## src/rtl/pc_uart_pkg.sv

```systemverilog
// Shared constants, state encoding and helpers for the pinacolada UART receiver.
package pc_uart_pkg;

  localparam int         OS_RATE   = 16;
  localparam logic [3:0] SMP_FIRST = 4'd7;
  localparam logic [3:0] SMP_MID   = 4'd8;
  localparam logic [3:0] SMP_LAST  = 4'd9;
  localparam logic [3:0] OS_LAST   = 4'(OS_RATE - 1);

  localparam int PAR_NONE = 0;
  localparam int PAR_ODD  = 1;
  localparam int PAR_EVEN = 2;

  typedef enum logic [2:0] {
    S_IDLE   = 3'd0,
    S_START  = 3'd1,
    S_DATA   = 3'd2,
    S_PARITY = 3'd3,
    S_STOP   = 3'd4
  } rx_state_t;

  function automatic logic maj3(input logic a, input logic b, input logic c);
    return (a & b) | (a & c) | (b & c);
  endfunction

endpackage

```

## src/rtl/pc_uart_rx_fifo.sv

```systemverilog
// Show-ahead receive FIFO; a push to a full FIFO is accepted only alongside a pop.
module pc_uart_rx_fifo
  import pc_uart_pkg::*;
#(
  parameter int WIDTH = 10,
  parameter int DEPTH = 4
) (
  input  logic                           clk,
  input  logic                           rst_n,
  input  logic                           push,
  input  logic                           pop,
  input  logic [WIDTH-1:0]               din,
  output logic [WIDTH-1:0]               dout,
  output logic                           full,
  output logic                           empty,
  output logic [$clog2(DEPTH+1)-1:0]     level
);

  localparam int AW = $clog2(DEPTH);
  localparam int LW = $clog2(DEPTH + 1);

  logic [WIDTH-1:0] r_mem [DEPTH];
  logic [AW-1:0]    r_wr_ptr;
  logic [AW-1:0]    r_rd_ptr;
  logic [LW-1:0]    r_level;
  logic             w_do_push;
  logic             w_do_pop;

  assign w_do_pop  = pop & ~empty;
  assign w_do_push = push & (~full | w_do_pop);

  // Storage and pointer update
  always_ff @(posedge clk or negedge rst_n) begin
    if (!rst_n) begin
      for (int i = 0; i < DEPTH; i++) r_mem[i] <= '0;
      r_wr_ptr <= '0;
      r_rd_ptr <= '0;
    end else begin
      if (w_do_push) begin
        r_mem[r_wr_ptr] <= din;
        r_wr_ptr        <= r_wr_ptr + AW'(1);
      end
      if (w_do_pop) r_rd_ptr <= r_rd_ptr + AW'(1);
    end
  end

  // Occupancy count; simultaneous push and pop leaves it unchanged
  always_ff @(posedge clk or negedge rst_n) begin
    if (!rst_n) begin
      r_level <= '0;
    end else begin
      case ({w_do_push, w_do_pop})
        2'b10:   r_level <= r_level + LW'(1);
        2'b01:   r_level <= r_level - LW'(1);
        default: r_level <= r_level;
      endcase
    end
  end

  assign dout  = r_mem[r_rd_ptr];
  assign empty = (r_level == LW'(0));
  assign full  = (r_level == LW'(DEPTH));
  assign level = r_level;

endmodule

```

## src/rtl/pc_uart_rx.sv

```systemverilog
// Parametrised UART receiver: 16x oversampling with 3-sample majority vote,
// parity/framing/overrun detection and a show-ahead output FIFO.
module pc_uart_rx
  import pc_uart_pkg::*;
#(
  parameter int CLK_HZ     = 50000000,
  parameter int BAUD       = 115200,
  parameter int DATA_BITS  = 8,
  parameter int PARITY     = 0,
  parameter int STOP_BITS  = 1,
  parameter int FIFO_DEPTH = 4
) (
  input  logic                              clk,
  input  logic                              rst_n,
  input  logic                              rx,
  output logic [DATA_BITS-1:0]              rx_data,
  output logic                              rx_parity_err,
  output logic                              rx_frame_err,
  output logic                              rx_valid,
  input  logic                              rx_ready,
  output logic                              overrun,
  input  logic                              err_clr,
  output logic                              busy,
  output logic [$clog2(FIFO_DEPTH+1)-1:0]   fifo_level
);

  localparam int OS_DIV_RAW = (CLK_HZ + BAUD * 8) / (BAUD * 16);
  localparam int OS_DIV     = (OS_DIV_RAW < 1) ? 1 : OS_DIV_RAW;
  localparam int DIV_W      = (OS_DIV > 1) ? $clog2(OS_DIV) : 1;
  localparam int EW         = DATA_BITS + 2;
  localparam int LW         = $clog2(FIFO_DEPTH + 1);

  function automatic logic par_bad(input logic [DATA_BITS-1:0] d, input logic p);
    logic x;
    x = (^d) ^ p;
    if (PARITY == PAR_ODD) return ~x;
    else                   return x;
  endfunction

  logic                 r_rx_meta;
  logic                 r_rx_s;
  logic [DIV_W-1:0]     r_div;
  rx_state_t            r_state;
  logic [3:0]           r_os_cnt;
  logic [3:0]           r_bit_cnt;
  logic [DATA_BITS-1:0] r_shift;
  logic                 r_smp_a;
  logic                 r_smp_b;
  logic                 r_pe;
  logic                 r_fe;
  logic                 r_push;
  logic [EW-1:0]        r_push_word;
  logic                 r_overrun;

  logic                 w_start_go;
  logic                 w_os_tick;
  logic                 w_decide;
  logic                 w_win_end;
  logic                 w_bit;
  logic                 w_pop;
  logic                 w_full;
  logic                 w_empty;
  logic [EW-1:0]        w_head;
  logic [LW-1:0]        w_level;

  // Two-flop synchroniser; idles high so reset never looks like a start edge
  always_ff @(posedge clk or negedge rst_n) begin
    if (!rst_n) begin
      r_rx_meta <= 1'b1;
      r_rx_s    <= 1'b1;
    end else begin
      r_rx_meta <= rx;
      r_rx_s    <= r_rx_meta;
    end
  end

  assign w_start_go = (r_state == S_IDLE) & ~r_rx_s;
  assign w_os_tick  = (r_div == DIV_W'(OS_DIV - 1));

  // Oversample tick divider, re-phased to the detected start edge
  always_ff @(posedge clk or negedge rst_n) begin
    if (!rst_n) begin
      r_div <= '0;
    end else if (w_start_go || w_os_tick) begin
      r_div <= '0;
    end else begin
      r_div <= r_div + DIV_W'(1);
    end
  end

  assign w_decide  = w_os_tick & (r_os_cnt == SMP_LAST);
  assign w_win_end = w_os_tick & (r_os_cnt == OS_LAST);
  assign w_bit     = maj3(r_smp_a, r_smp_b, r_rx_s);

  // Receive FSM with sampling counters and the registered push request
  always_ff @(posedge clk or negedge rst_n) begin
    if (!rst_n) begin
      r_state     <= S_IDLE;
      r_os_cnt    <= 4'd0;
      r_bit_cnt   <= 4'd0;
      r_shift     <= '0;
      r_smp_a     <= 1'b0;
      r_smp_b     <= 1'b0;
      r_pe        <= 1'b0;
      r_fe        <= 1'b0;
      r_push      <= 1'b0;
      r_push_word <= '0;
    end else begin
      r_push <= 1'b0;
      if (w_os_tick && (r_state != S_IDLE)) begin
        r_os_cnt <= r_os_cnt + 4'd1;
        if (r_os_cnt == SMP_FIRST) r_smp_a <= r_rx_s;
        if (r_os_cnt == SMP_MID)   r_smp_b <= r_rx_s;
      end
      case (r_state)
        S_IDLE: begin
          if (!r_rx_s) begin
            r_state   <= S_START;
            r_os_cnt  <= 4'd0;
            r_bit_cnt <= 4'd0;
            r_pe      <= 1'b0;
            r_fe      <= 1'b0;
          end
        end
        S_START: begin
          if (w_decide && w_bit) r_state <= S_IDLE;
          else if (w_win_end)    r_state <= S_DATA;
        end
        S_DATA: begin
          if (w_decide) begin
            r_shift   <= {w_bit, r_shift[DATA_BITS-1:1]};
            r_bit_cnt <= r_bit_cnt + 4'd1;
          end
          if (w_win_end && (r_bit_cnt == 4'(DATA_BITS))) begin
            r_bit_cnt <= 4'd0;
            r_state   <= (PARITY != PAR_NONE) ? S_PARITY : S_STOP;
          end
        end
        S_PARITY: begin
          if (w_decide)  r_pe    <= par_bad(r_shift, w_bit);
          if (w_win_end) r_state <= S_STOP;
        end
        S_STOP: begin
          // Leave on the last stop decision so an early start edge is caught
          if (w_decide) begin
            if (!w_bit) r_fe <= 1'b1;
            if (r_bit_cnt == 4'(STOP_BITS - 1)) begin
              r_push      <= 1'b1;
              r_push_word <= {r_shift, r_pe, r_fe | ~w_bit};
              r_state     <= S_IDLE;
            end else begin
              r_bit_cnt <= r_bit_cnt + 4'd1;
            end
          end
        end
        default: r_state <= S_IDLE;
      endcase
    end
  end

  assign w_pop = rx_ready & ~w_empty;

  pc_uart_rx_fifo #(
    .WIDTH (EW),
    .DEPTH (FIFO_DEPTH)
  ) u_fifo (
    .clk   (clk),
    .rst_n (rst_n),
    .push  (r_push),
    .pop   (w_pop),
    .din   (r_push_word),
    .dout  (w_head),
    .full  (w_full),
    .empty (w_empty),
    .level (w_level)
  );

  // Sticky overrun; a new drop wins over a simultaneous clear
  always_ff @(posedge clk or negedge rst_n) begin
    if (!rst_n) begin
      r_overrun <= 1'b0;
    end else if (r_push && w_full && !w_pop) begin
      r_overrun <= 1'b1;
    end else if (err_clr) begin
      r_overrun <= 1'b0;
    end else begin
      r_overrun <= r_overrun;
    end
  end

  assign rx_data       = w_head[EW-1:2];
  assign rx_parity_err = w_head[1];
  assign rx_frame_err  = w_head[0];
  assign rx_valid      = ~w_empty;
  assign fifo_level    = w_level;
  assign overrun       = r_overrun;
  assign busy          = (r_state != S_IDLE);

endmodule

```

## config.mk

```make
export PLATFORM = sky130hd
export DESIGN_NAME = pc_uart_rx
export DESIGN_NICKNAME = d
export VERILOG_FILES = /design/src/rtl/pc_uart_pkg.sv /design/src/rtl/pc_uart_rx_fifo.sv /design/src/rtl/pc_uart_rx.sv
export SDC_FILE = /design/constraint.sdc
export NUM_CORES = 1
export LEC_CHECK = 0
export BUFFER_PORTS_ARGS = -buffer_cell sky130_fd_sc_hd__buf_2
export CAP_MARGIN = 20
export CORE_AREA = 2 2 120 122
export DETAILED_ROUTE_END_ITERATION = 10
export DIE_AREA = 0 0 122 124
export PLACE_DENSITY_LB_ADDON = 0.05
export SYNTH_ARGS = -nofsm -noshare
export SYNTH_HDL_FRONTEND = slang
export SYNTH_SLANG_ARGS = --single-unit
```

## constraint.sdc

```tcl
create_clock -name clk -period 2.13 [get_ports clk]
set_input_delay 0.426 -clock clk [delete_from_list [all_inputs] [get_ports clk]]
set_output_delay 0.426 -clock clk [all_outputs]
set_load 0.02 [all_outputs]
```

==> results of run 1 <==
-- power by group through the flow --
stage	Combinational (mW)	Sequential [mW]	Clock, mW
6_report	0.0445	1.70	1.58
4_1_cts	0.0492	1.70	1.65
2_1_floorplan	0.000101	1.73	0
5_1_grt	0.0534	1.69	1.72
3_3_place_gp	0.0491	1.73	0
3_5_place_dp	0.0494	1.73	0
-- cells in the mapped netlist (2+ instances only) --
master,instances,share of area (%)
sky130_fd_sc_hd__o31ai_1,4,0.72
sky130_fd_sc_hd__nand2b_1,3,0.45
sky130_fd_sc_hd__and2_1,2,0.30
sky130_fd_sc_hd__o2bb2ai_1,2,0.42
sky130_fd_sc_hd__nor2_1,13,1.2
sky130_fd_sc_hd__nand2_1,14,1.3
sky130_fd_sc_hd__xnor2_1,12,2.5
sky130_fd_sc_hd__dfstp_2,2,1.3
sky130_fd_sc_hd__or3_1,2,0.30
sky130_fd_sc_hd__a21oi_1,5,0.60
sky130_fd_sc_hd__and3b_1,2,0.42
sky130_fd_sc_hd__o21ai_0,8,0.95
sky130_fd_sc_hd__nand2_2,5,0.75
sky130_fd_sc_hd__nand3_1,5,0.60
sky130_fd_sc_hd__nand4b_1,3,0.63
sky130_fd_sc_hd__nand4_1,2,0.30
sky130_fd_sc_hd__mux4_2,10,5.4
sky130_fd_sc_hd__nor2b_1,2,0.30
sky130_fd_sc_hd__and3_1,2,0.30
sky130_fd_sc_hd__mux2_2,52,14
sky130_fd_sc_hd__xor2_1,8,1.7
sky130_fd_sc_hd__nor3b_1,2,0.36
sky130_fd_sc_hd__mux2_4,7,2.5
sky130_fd_sc_hd__ha_1,12,3.6
sky130_fd_sc_hd__nor4b_1,2,0.42
sky130_fd_sc_hd__inv_1,14,1.3
sky130_fd_sc_hd__dfrtp_1,87,52
sky130_fd_sc_hd__buf_2,5,0.60
-- worst min-delay path by stage --
stage | start | end | slack (ps) | depth (start not counted)
after CTS | rst_n | u_fifo.level[1] | 60 | 1
after detailed placement | r_rx_meta | r_rx_s | 350 | 0
after global routing | rst_n | u_fifo.level[2] | 80 | 1
after global placement | r_rx_meta | r_rx_s | 350 | 0
final | rst_n | u_fifo.level[1] | 40 | 1
after floorplan | rst_n | overrun | 130 | 0
-- layout by cell type (no fill, tap or decap), drive strengths merged, types with 5 or more instances in the layout --
cell type | Yosys | final
mux2 | 59 | 59
xnor2 | 12 | 12
o21ai | 8 | 8
buf | 7 | 33
nor2 | 14 | 14
a21oi | 5 | 5
clkbuf | 2 | 12
mux4 | 10 | 10
xor2 | 8 | 8
nand2 | 19 | 19
dfrtp | 87 | 87
nand3 | 6 | 6
ha | 12 | 12
inv | 14 | 15
-- worst max-delay path, stage by stage, from the launching register on --
cell                      delay (ps)
sky130_fd_sc_hd__dfrtp_1         370
sky130_fd_sc_hd__buf_12          170
sky130_fd_sc_hd__mux4_2          530
sky130_fd_sc_hd__buf_2           180
-- logic make-up (layout without fill, tap and decap cells) --
family	after synthesis	in the layout	share of synthesized area (%)
AO/OA/AOI/OAI	25	25	4.21
flip-flops	89	89	53.2
XOR/XNOR	20	20	4.18
AND/OR/NAND/NOR	67	67	9.58
multiplexers	70	70	22.1
buffers and inverters	23	63	2.48
adder cells (fa/ha/maj)	14	14	4.30
-- layout make-up --
cell class | count | area, µm²
fillers | 1351 | 8830
clock inverters | 4 | 52.6
clock buffers | 12 | 236
repair buffers | 33 | 225
flip-flops and latches | 89 | 2230
well taps | 180 | 225
inverters | 14 | 52.6
multi-input cells | 196 | 1870
-- registers in the layout, summed over array words and instances (netlist names) --
| name | flops |
|---|---|
| overrun | 1 |
| r_bit_cnt | 4 |
| r_div | 5 |
| r_fe | 1 |
| r_os_cnt | 4 |
| r_pe | 1 |
| r_push | 1 |
| r_push_word | 10 |
| r_rx_meta | 1 |
| r_rx_s | 1 |
| r_shift | 8 |
| r_smp_a | 1 |
| r_smp_b | 1 |
| r_state | 3 |
| u_fifo.level | 3 |
| u_fifo.r_mem | 40 |
| u_fifo.r_rd_ptr | 2 |
| u_fifo.r_wr_ptr | 2 |
-- stage by stage --
stage                     utilization (%)  area [µm²]
after floorplan                         -        4200
after global routing                 35.6        4890
after detailed placement             33.5        4600
final                                35.6        4890
after CTS                            35.6        4890
after global placement               33.5        4600
-- timing repair --
item / in CTS / in global routing
gates resized for setup: 0 / 1
buffers inserted: 0 / 0
setup endpoints to repair: 0 / 1
-- metal layers --
metal / share of wire, % / track usage, %
met5: 0 / 0
met4: 2.7 / 7.11
met3: 2.6 / 2.56
met2: 48 / 19.4
met1: 47 / 15.4
==> tab_implementation.tex, run 1 <==
\begin{tabular}{lr}
\hline
Metric & Value \\
\hline
\multicolumn{2}{l}{\textbf{Global routing}} \\
\quad Antenna violations before repair & 0 \\
\quad Overflow after GRT & 0 \\
\quad All-Layer GR Usage & 12.2\% \\
\quad Via count of the first global-routing pass & 2594 \\
\quad Pin count of the biggest net entering global routing & 38 \\
\quad Global-route wire length before repair & 13.8 mm \\
\multicolumn{2}{l}{\textbf{Critical path}} \\
\quad Crit path capture & rx\_data[0] \\
\quad RR Startpoint & u\_fifo.level[1] \\
\quad R2R depth & 9 \\
\quad Kind of critical path & flop to output pin \\
\quad First element of the critical path & u\_fifo.r\_rd\_ptr[0] \\
\quad Reg-to-Reg End & u\_fifo.level[2] \\
\quad Endpoint arrival time on the critical path & 1600 ps \\
\quad Required time of the worst setup path & 1700 ps \\
\quad Worst setup EP type & output pin \\
\quad Setup slack on the worst flop-to-flop path & 150 ps \\
\quad CP max FO & 12 \\
\quad CP Launch Type & flop \\
\multicolumn{2}{l}{\textbf{Synthesis}} \\
\quad Post-synth EDFFs & 0 \\
\quad Post-synthesis cell area & 4190 µm² \\
\quad Synthesis-stage register bit count & 89 \\
\quad Syn nets & 326 \\
\quad Leading register cell type out of synthesis & sky130\_fd\_sc\_hd\_\_dfrtp\_1 \\
\quad Distinct cell type count after synthesis & 49 \\
\quad Number of synthesis warnings & 0 \\
\quad Fraction of synthesis flops using an asynchronous set or reset pin & 100\% \\
\quad Mapped Cells & 308 \\
\quad Share of the yosys chip area belonging to registers & 53.2\% \\
\quad Avg Synthesized Cell Area & 13.6 µm² \\
\multicolumn{2}{l}{\textbf{Timing}} \\
\quad Final-report max-slew violation count & 0 \\
\quad Worst rel slew slack & 66.6\% \\
\quad Slew at the pin with the worst max-slew slack & 501 ps \\
\quad Final hold vios & 0 \\
\quad Count of endpoints failing setup in the final report & 0 \\
\quad Min cycle time layout & 2020 ps \\
\quad Worst setup skew after layout & 6.47 ps \\
\quad Final worst slack & 106 ps \\
\quad Smallest hold slack & 38.6 ps \\
\quad Maximum operating frequency & 494 MHz \\
\quad Final period utilization & 95.0\% \\
\quad RSZ-0062 raised after global routing & false \\
\quad Setup Total Neg Slack & 0 ps \\
\multicolumn{2}{l}{\textbf{Power}} \\
\quad Reported net switching power & 699 µW \\
\quad Total power draw & 3.32 mW \\
\quad Max VDD drop & 0.000294 V \\
\quad Clock power frac & 47.5\% \\
\quad Power Dens Cells & 679 nW/µm² \\
\quad Reg power frac & 51.1\% \\
\quad Standby leakage power & 2.33 nW \\
\quad Switching part of the total power & 21.1\% \\
\quad Logic pwr share & 1.3\% \\
\quad Internal Power & 2.62 mW \\
\multicolumn{2}{l}{\textbf{Finish}} \\
\quad Layout cells sized above 1 & 37.1\% \\
\quad Post-layout net count & 361 \\
\quad Layout Cells excl Fill & 528 \\
\quad Number of antenna diodes & 0 \\
\quad Relative area change from synthesis to final layout & 16.6\% \\
\multicolumn{2}{l}{\textbf{Clocking}} \\
\quad Clock tree from TritonCTS & done \\
\quad CTS hold repair buffers & 0 \\
\quad Clock Latency Late Sink & 350 ps \\
\quad CTS Root Cell & sky130\_fd\_sc\_hd\_\_clkbuf\_16 \\
\quad Clock slew at the register clock pins of the worst setup and hold paths & 60 ps \\
\quad Max Root-Sink Buffers & 2 \\
\quad Num Clock Sinks & 89 \\
\quad Number of CTS-inserted buffers & 9 \\
\quad H-tree depth & 3 \\
\multicolumn{2}{l}{\textbf{Floorplan}} \\
\quad Floorplan die area & 15100 µm² \\
\quad Vertical die dimension & 124 µm \\
\quad Initial cell density of the core & 30.6\% \\
\quad Number of placed I/O pins & 21 \\
\quad Placeable core region & 13700 µm² \\
\quad Number of placement rows & 43 \\
\quad Chip width & 122 µm \\
\multicolumn{2}{l}{\textbf{Placement}} \\
\quad Total instance count after detailed placement & 512 \\
\quad Pre-CTS worst setup slack & 75.1 ps \\
\quad Buffers added on ports & 20 \\
\quad Detailed placer's ending HPWL & 5.51 mm \\
\quad Weighted congestion reported at the end of routability-driven placement & 0.709 \\
\multicolumn{2}{l}{\textbf{Drt}} \\
\quad Sum of routed wire length over all layers & 8.01 mm \\
\quad Starting DRT DRC Count & 84 \\
\quad Via-per-instance ratio & 4.62 \\
\quad Drt pass-1 iters & 4 \\
\quad Detail-routed net length per standard cell & 15.2 µm \\
\quad Via Count & 2439 \\
\quad Antenna-violating nets left & 0 \\
\quad Drt drc & 0 \\
\multicolumn{2}{l}{\textbf{Min path}} \\
\quad Type of the worst min-delay path & input port to async pin \\
\multicolumn{2}{l}{\textbf{Outcome}} \\
\quad Outcome & finished clean \\
\multicolumn{2}{l}{\textbf{Flow run}} \\
\quad Reported max-cap violation count & 0 \\
\hline
\end{tabular}
(Power assumes the default switching activity.)
==> run 2, diff against run 1 <==
- REMOVE_ABC_BUFFERS: unset -> 1
- SYNTH_HIERARCHICAL: unset -> 1
==> run 2 against run 1 <==
Non-clock buffer count increased by 13. Setup slack worse by 61 ps. Clock-buffer cell count is 2 lower. Register-to-register slack worse by 100 ps. Sequential power grew 6%. Maximum frequency decreased by 2.9%. Critical endpoint is now u_fifo/level[2]. Largest cell class unchanged. Highest routed layer unchanged.
==> tab_implementation.tex, run 2 <==
\begin{tabular}{lr}
\hline
Metric & Value \\
\hline
\multicolumn{2}{l}{\textbf{Outcome}} \\
\quad Outcome & finished clean \\
\multicolumn{2}{l}{\textbf{Clocking}} \\
\quad Max Root-Sink Buffers & 2 (unchanged) \\
\quad Num Clock Sinks & 89 (unchanged) \\
\quad Clock slew at the register clock pins of the worst setup and hold paths & 70 ps (about the same) \\
\quad CTS Root Cell & sky130\_fd\_sc\_hd\_\_clkbuf\_16 \\
\quad Clock tree from TritonCTS & done \\
\quad Clock Latency Late Sink & 340 ps (about the same) \\
\quad Number of CTS-inserted buffers & 9 (unchanged) \\
\quad H-tree depth & 3 (unchanged) \\
\multicolumn{2}{l}{\textbf{Synthesis}} \\
\quad Leading area contributor after synthesis & sky130\_fd\_sc\_hd\_\_dfrtp\_1 \\
\quad Synthesis-stage register bit count & 89 (unchanged) \\
\quad Distinct cell type count after synthesis & 43 (-12\%) \\
\quad Mapped Cells & 307 (-0.32\%) \\
\quad Leading register cell type out of synthesis & sky130\_fd\_sc\_hd\_\_dfrtp\_1 \\
\quad Multiplexer fraction of the synthesized cell area & 22.5\% (+0.46 points) \\
\quad Number of synthesis warnings & 6 (+6) \\
\quad Area share of xor/xnor cells in the synthesized design & 4.17\% (-0.0087 points) \\
\quad Cells taking the most area after synthesis & sky130\_fd\_sc\_hd\_\_dfrtp\_1, sky130\_fd\_sc\_hd\_\_mux2\_2, sky130\_fd\_sc\_hd\_\_mux4\_2 \\
\quad Top cell type's share of synthesized area & 51.8\% (-0.11 points) \\
\quad Post-synthesis cell area & 4200 µm² (+0.21\%) \\
\quad Post-synth EDFFs & 0 (unchanged) \\
\quad Complex-gate fraction of the synthesized area & 3.96\% (-0.25 points) \\
\quad Post-Synth Simple-Gate Area & 9.74\% (+0.16 points) \\
\quad Avg Synthesized Cell Area & 13.7 µm² (+0.54\%) \\
\quad Top cell types by occurrence after synthesis & sky130\_fd\_sc\_hd\_\_dfrtp\_1, sky130\_fd\_sc\_hd\_\_mux2\_2, sky130\_fd\_sc\_hd\_\_nor2\_1, sky130\_fd\_sc\_hd\_\_inv\_1 \\
\quad Main combinational cell family by area after synthesis & multiplexers \\
\quad Count leader, synth & sky130\_fd\_sc\_hd\_\_dfrtp\_1 \\
\quad Share of the yosys chip area belonging to registers & 53.1\% (-0.11 points) \\
\quad Fraction of synthesis flops using an asynchronous set or reset pin & 100\% (unchanged) \\
\quad Adder and majority cell fraction of the synthesized area & 4.05\% (-0.25 points) \\
\multicolumn{2}{l}{\textbf{Global routing}} \\
\quad Overflow after GRT & 0 (unchanged) \\
\quad All-Layer GR Usage & 12.3\% (+0.091 points) \\
\quad Via count of the first global-routing pass & 2652 (+2.2\%) \\
\quad Global-route wire length before repair & 14.0 mm (+1.8\%) \\
\quad Antenna violations before repair & 0 (unchanged) \\
\quad Pin count of the biggest net entering global routing & 35 (-7.9\%) \\
\multicolumn{2}{l}{\textbf{Critical path}} \\
\quad Most used cell along the critical path & sky130\_fd\_sc\_hd\_\_xor2\_1 \\
\quad Reg-to-Reg End & u\_fifo/level[2] \\
\quad CP Launch Type & flop \\
\quad Worst setup EP type & flop \\
\quad Endpoint arrival time on the critical path & 2350 ps (+750 ps) \\
\quad Crit path cell chain & nor3\_4 > nor2b\_2 > nor4b\_4 > or2b\_4 > ha\_4 > inv\_2 > fa\_2 > xor2\_1 > nor2\_1 > xor2\_1 \\
\quad Crit path max-delay cell type & sky130\_fd\_sc\_hd\_\_dfrtp\_1 \\
\quad Required time of the worst setup path & 2390 ps (+690 ps) \\
\quad RR Startpoint & u\_fifo/level[1] \\
\quad CP max FO & 2 (-10) \\
\quad Delay of the slowest cell on the worst path & 410 ps (-120 ps) \\
\quad R2R depth & 10 (+1) \\
\quad Kind of critical path & flop to flop \\
\quad Setup slack on the worst flop-to-flop path & 50 ps (-100 ps) \\
\multicolumn{2}{l}{\textbf{Drt}} \\
\quad Detail-routed net length per standard cell & 14.9 µm (-1.8\%) \\
\quad Sum of routed wire length over all layers & 8.09 mm (+0.97\%) \\
\quad Starting DRT DRC Count & 129 (+54\%) \\
\quad Antenna-violating nets left & 0 (unchanged) \\
\quad Drt pass-1 iters & 4 (unchanged) \\
\quad Drt drc & 0 (unchanged) \\
\quad Via Count & 2488 (+2.0\%) \\
\quad Via-per-instance ratio & 4.58 (-0.81\%) \\
\multicolumn{2}{l}{\textbf{Min path}} \\
\quad Type of the worst min-delay path & input port to async pin \\
\multicolumn{2}{l}{\textbf{Floorplan}} \\
\quad Floorplan die area & 15100 µm² (unchanged) \\
\quad Initial cell density of the core & 30.6\% (+0.064 points) \\
\quad Number of placement rows & 43 (unchanged) \\
\quad Vertical die dimension & 124 µm (unchanged) \\
\quad Placeable core region & 13700 µm² (unchanged) \\
\quad Chip width & 122 µm (unchanged) \\
\quad Number of placed I/O pins & 21 (unchanged) \\
\multicolumn{2}{l}{\textbf{Timing}} \\
\quad Slew at the pin with the worst max-slew slack & 746 ps (+246 ps) \\
\quad Maximum operating frequency & 480 MHz (-2.9\%) \\
\quad Min cycle time layout & 2080 ps (+61.0 ps) \\
\quad Final-report max-slew violation count & 0 (unchanged) \\
\quad RSZ-0062 raised after global routing & true \\
\quad Final period utilization & 97.9\% (+2.9 points) \\
\quad Final worst slack & 45.4 ps (-61.0 ps) \\
\quad Final hold vios & 0 (unchanged) \\
\quad Smallest hold slack & 30.5 ps (-8.07 ps) \\
\quad Worst setup skew after layout & 9.01 ps (+2.54 ps) \\
\quad Count of endpoints failing setup in the final report & 0 (unchanged) \\
\quad Worst rel slew slack & 50.2\% (-16 points) \\
\multicolumn{2}{l}{\textbf{Power}} \\
\quad Switching part of the total power & 26.9\% (+5.8 points) \\
\quad Logic pwr share & 17.5\% (+16 points) \\
\quad Reg power frac & 43.4\% (-7.7 points) \\
\quad Clock power frac & 39.1\% (-8.4 points) \\
\quad Power Dens Cells & 821 nW/µm² (+21\%) \\
\quad Standby leakage power & 2.38 nW (+2.0\%) \\
\quad Reported net switching power & 1.12 mW (+60\%) \\
\quad Internal Power & 3.04 mW (+16\%) \\
\quad Max VDD drop & 0.000304 V (+3.2\%) \\
\multicolumn{2}{l}{\textbf{Finish}} \\
\quad Top library cells by usage in the layout, fill and taps aside & sky130\_fd\_sc\_hd\_\_dfrtp\_1, sky130\_fd\_sc\_hd\_\_mux2\_2, sky130\_fd\_sc\_hd\_\_buf\_4 \\
\quad Number of antenna diodes & 0 (unchanged) \\
\quad Top flop regs & u\_fifo/r\_mem: 40 flops, r\_push\_word: 10 flops, r\_shift: 8 flops \\
\quad Most frequent standard cell in the layout excluding fill and tap cells & sky130\_fd\_sc\_hd\_\_dfrtp\_1 \\
\quad Flip-flop count of the largest register, all copies and words added & 40 (unchanged) \\
\quad Largest Register & u\_fifo/r\_mem \\
\quad Post-layout net count & 376 (+4.2\%) \\
\quad Layout cells sized above 1 & 41.9\% (+4.8 points) \\
\quad Relative area change from synthesis to final layout & 20.6\% \\
\multicolumn{2}{l}{\textbf{Placement}} \\
\quad Detailed placer's ending HPWL & 5.53 mm (+0.41\%) \\
\quad Weighted congestion reported at the end of routability-driven placement & 0.732 (+3.2\%) \\
\quad Pre-CTS worst setup slack & -127 ps (-202 ps) \\
\quad Buffers added on ports & 20 (unchanged) \\
\multicolumn{2}{l}{\textbf{Flow run}} \\
\quad Reported max-cap violation count & 0 (unchanged) \\
\hline
\end{tabular}
[run 2: cell count changes after synthesis, moves of 3 or more]
cell,delta
sky130_fd_sc_hd__a22o_1,+3
sky130_fd_sc_hd__buf_2,-3
sky130_fd_sc_hd__nand2_2,-5
sky130_fd_sc_hd__nand2b_1,-3
sky130_fd_sc_hd__nand3b_1,+3
sky130_fd_sc_hd__nor2_1,+6
sky130_fd_sc_hd__nor2_2,+4
sky130_fd_sc_hd__o31ai_1,-4
[run 2: worst max-delay path by stage]
stage | depth (start not counted) | end | start
6_report | 10 | u_fifo/level[2] | u_fifo/level[1]
4_1_cts | 10 | u_fifo/level[2] | u_fifo/level[2]
5_1_grt | 10 | u_fifo/level[2] | u_fifo/level[1]
3_3_place_gp | 10 | u_fifo/level[2] | u_fifo/level[1]
2_1_floorplan | 10 | u_fifo/level[2] | u_fifo/level[0]
3_5_place_dp | 10 | u_fifo/level[2] | u_fifo/level[1]
[run 2: per-layer routing]
layer	global-route usage (%)	vias to the layer above	routed length, µm
met3	2.47	13	199
met5	0	-	0
met4	6.03	0	157
met2	18.9	25	3740
met1	16.6	1256	4000
li1	-	1194	-
[run 2: worst max-delay path: cells and delay by family (launching register included)]
family / cells / cell delay [ps]
and+or+nand+nor: 5 / 820
adders and majority gates: 2 / 450
DFF: 1 / 410
xor gates and xnor gates: 2 / 300
buffers and inverters: 1 / 30
[run 2: logic make-up (layout without fill, tap and decap cells)]
| logic type | Yosys count | count (layout) |
|---|---|---|
| muxes | 72 | 72 |
| DFF | 89 | 89 |
| and+or+nand+nor | 67 | 67 |
| xor gates and xnor gates | 20 | 20 |
| buffers and inverters | 21 | 77 |
| AOI/OAI and AO/OA | 25 | 25 |
| adders and majority gates | 13 | 13 |
[run 2: through the flow]
step                      instance area (µm²)  TNS, ps  util (%)  total power, mW  instances
final                                    5070        0      36.9             4.16        543
after global routing                     5070    -74.8      36.9             4.38        543
after CTS                                5050    -69.8      36.8             4.23        542
after detailed placement                 4710     -144      34.3             2.53        525
after global placement                   4710    -51.7      34.3             2.53        525
after floorplan                          4150     -533         -             2.21        301
[run 2: final cells by class]
cell class | count | area [µm²]
fillers | 1347 | 8650
flip-flops and latches | 89 | 2230
multi-input cells | 197 | 1910
repair buffers | 46 | 348
clock buffers | 10 | 239
well taps | 180 | 225
clock inverters | 6 | 65.1
inverters | 15 | 56.3
[run 2: power groups by stage]
| stage | Clock [mW] | Sequential, mW | Combinational (mW) |
|---|---|---|---|
| 2_1_floorplan | 0 | 1.94 | 0.272 |
| 3_3_place_gp | 0 | 1.82 | 0.715 |
| 3_5_place_dp | 0 | 1.82 | 0.710 |
| 4_1_cts | 1.69 | 1.79 | 0.741 |
| 5_1_grt | 1.77 | 1.81 | 0.801 |
| 6_report | 1.63 | 1.80 | 0.729 |
[run 2: timing repair]
action | in CTS | in global routing
endpoints found under the setup margin | 1 | 6
buffers inserted | 1 | 1
gates resized for setup | 7 | 2
pin swaps | 4 | 5
hold buffers | 0 | 0
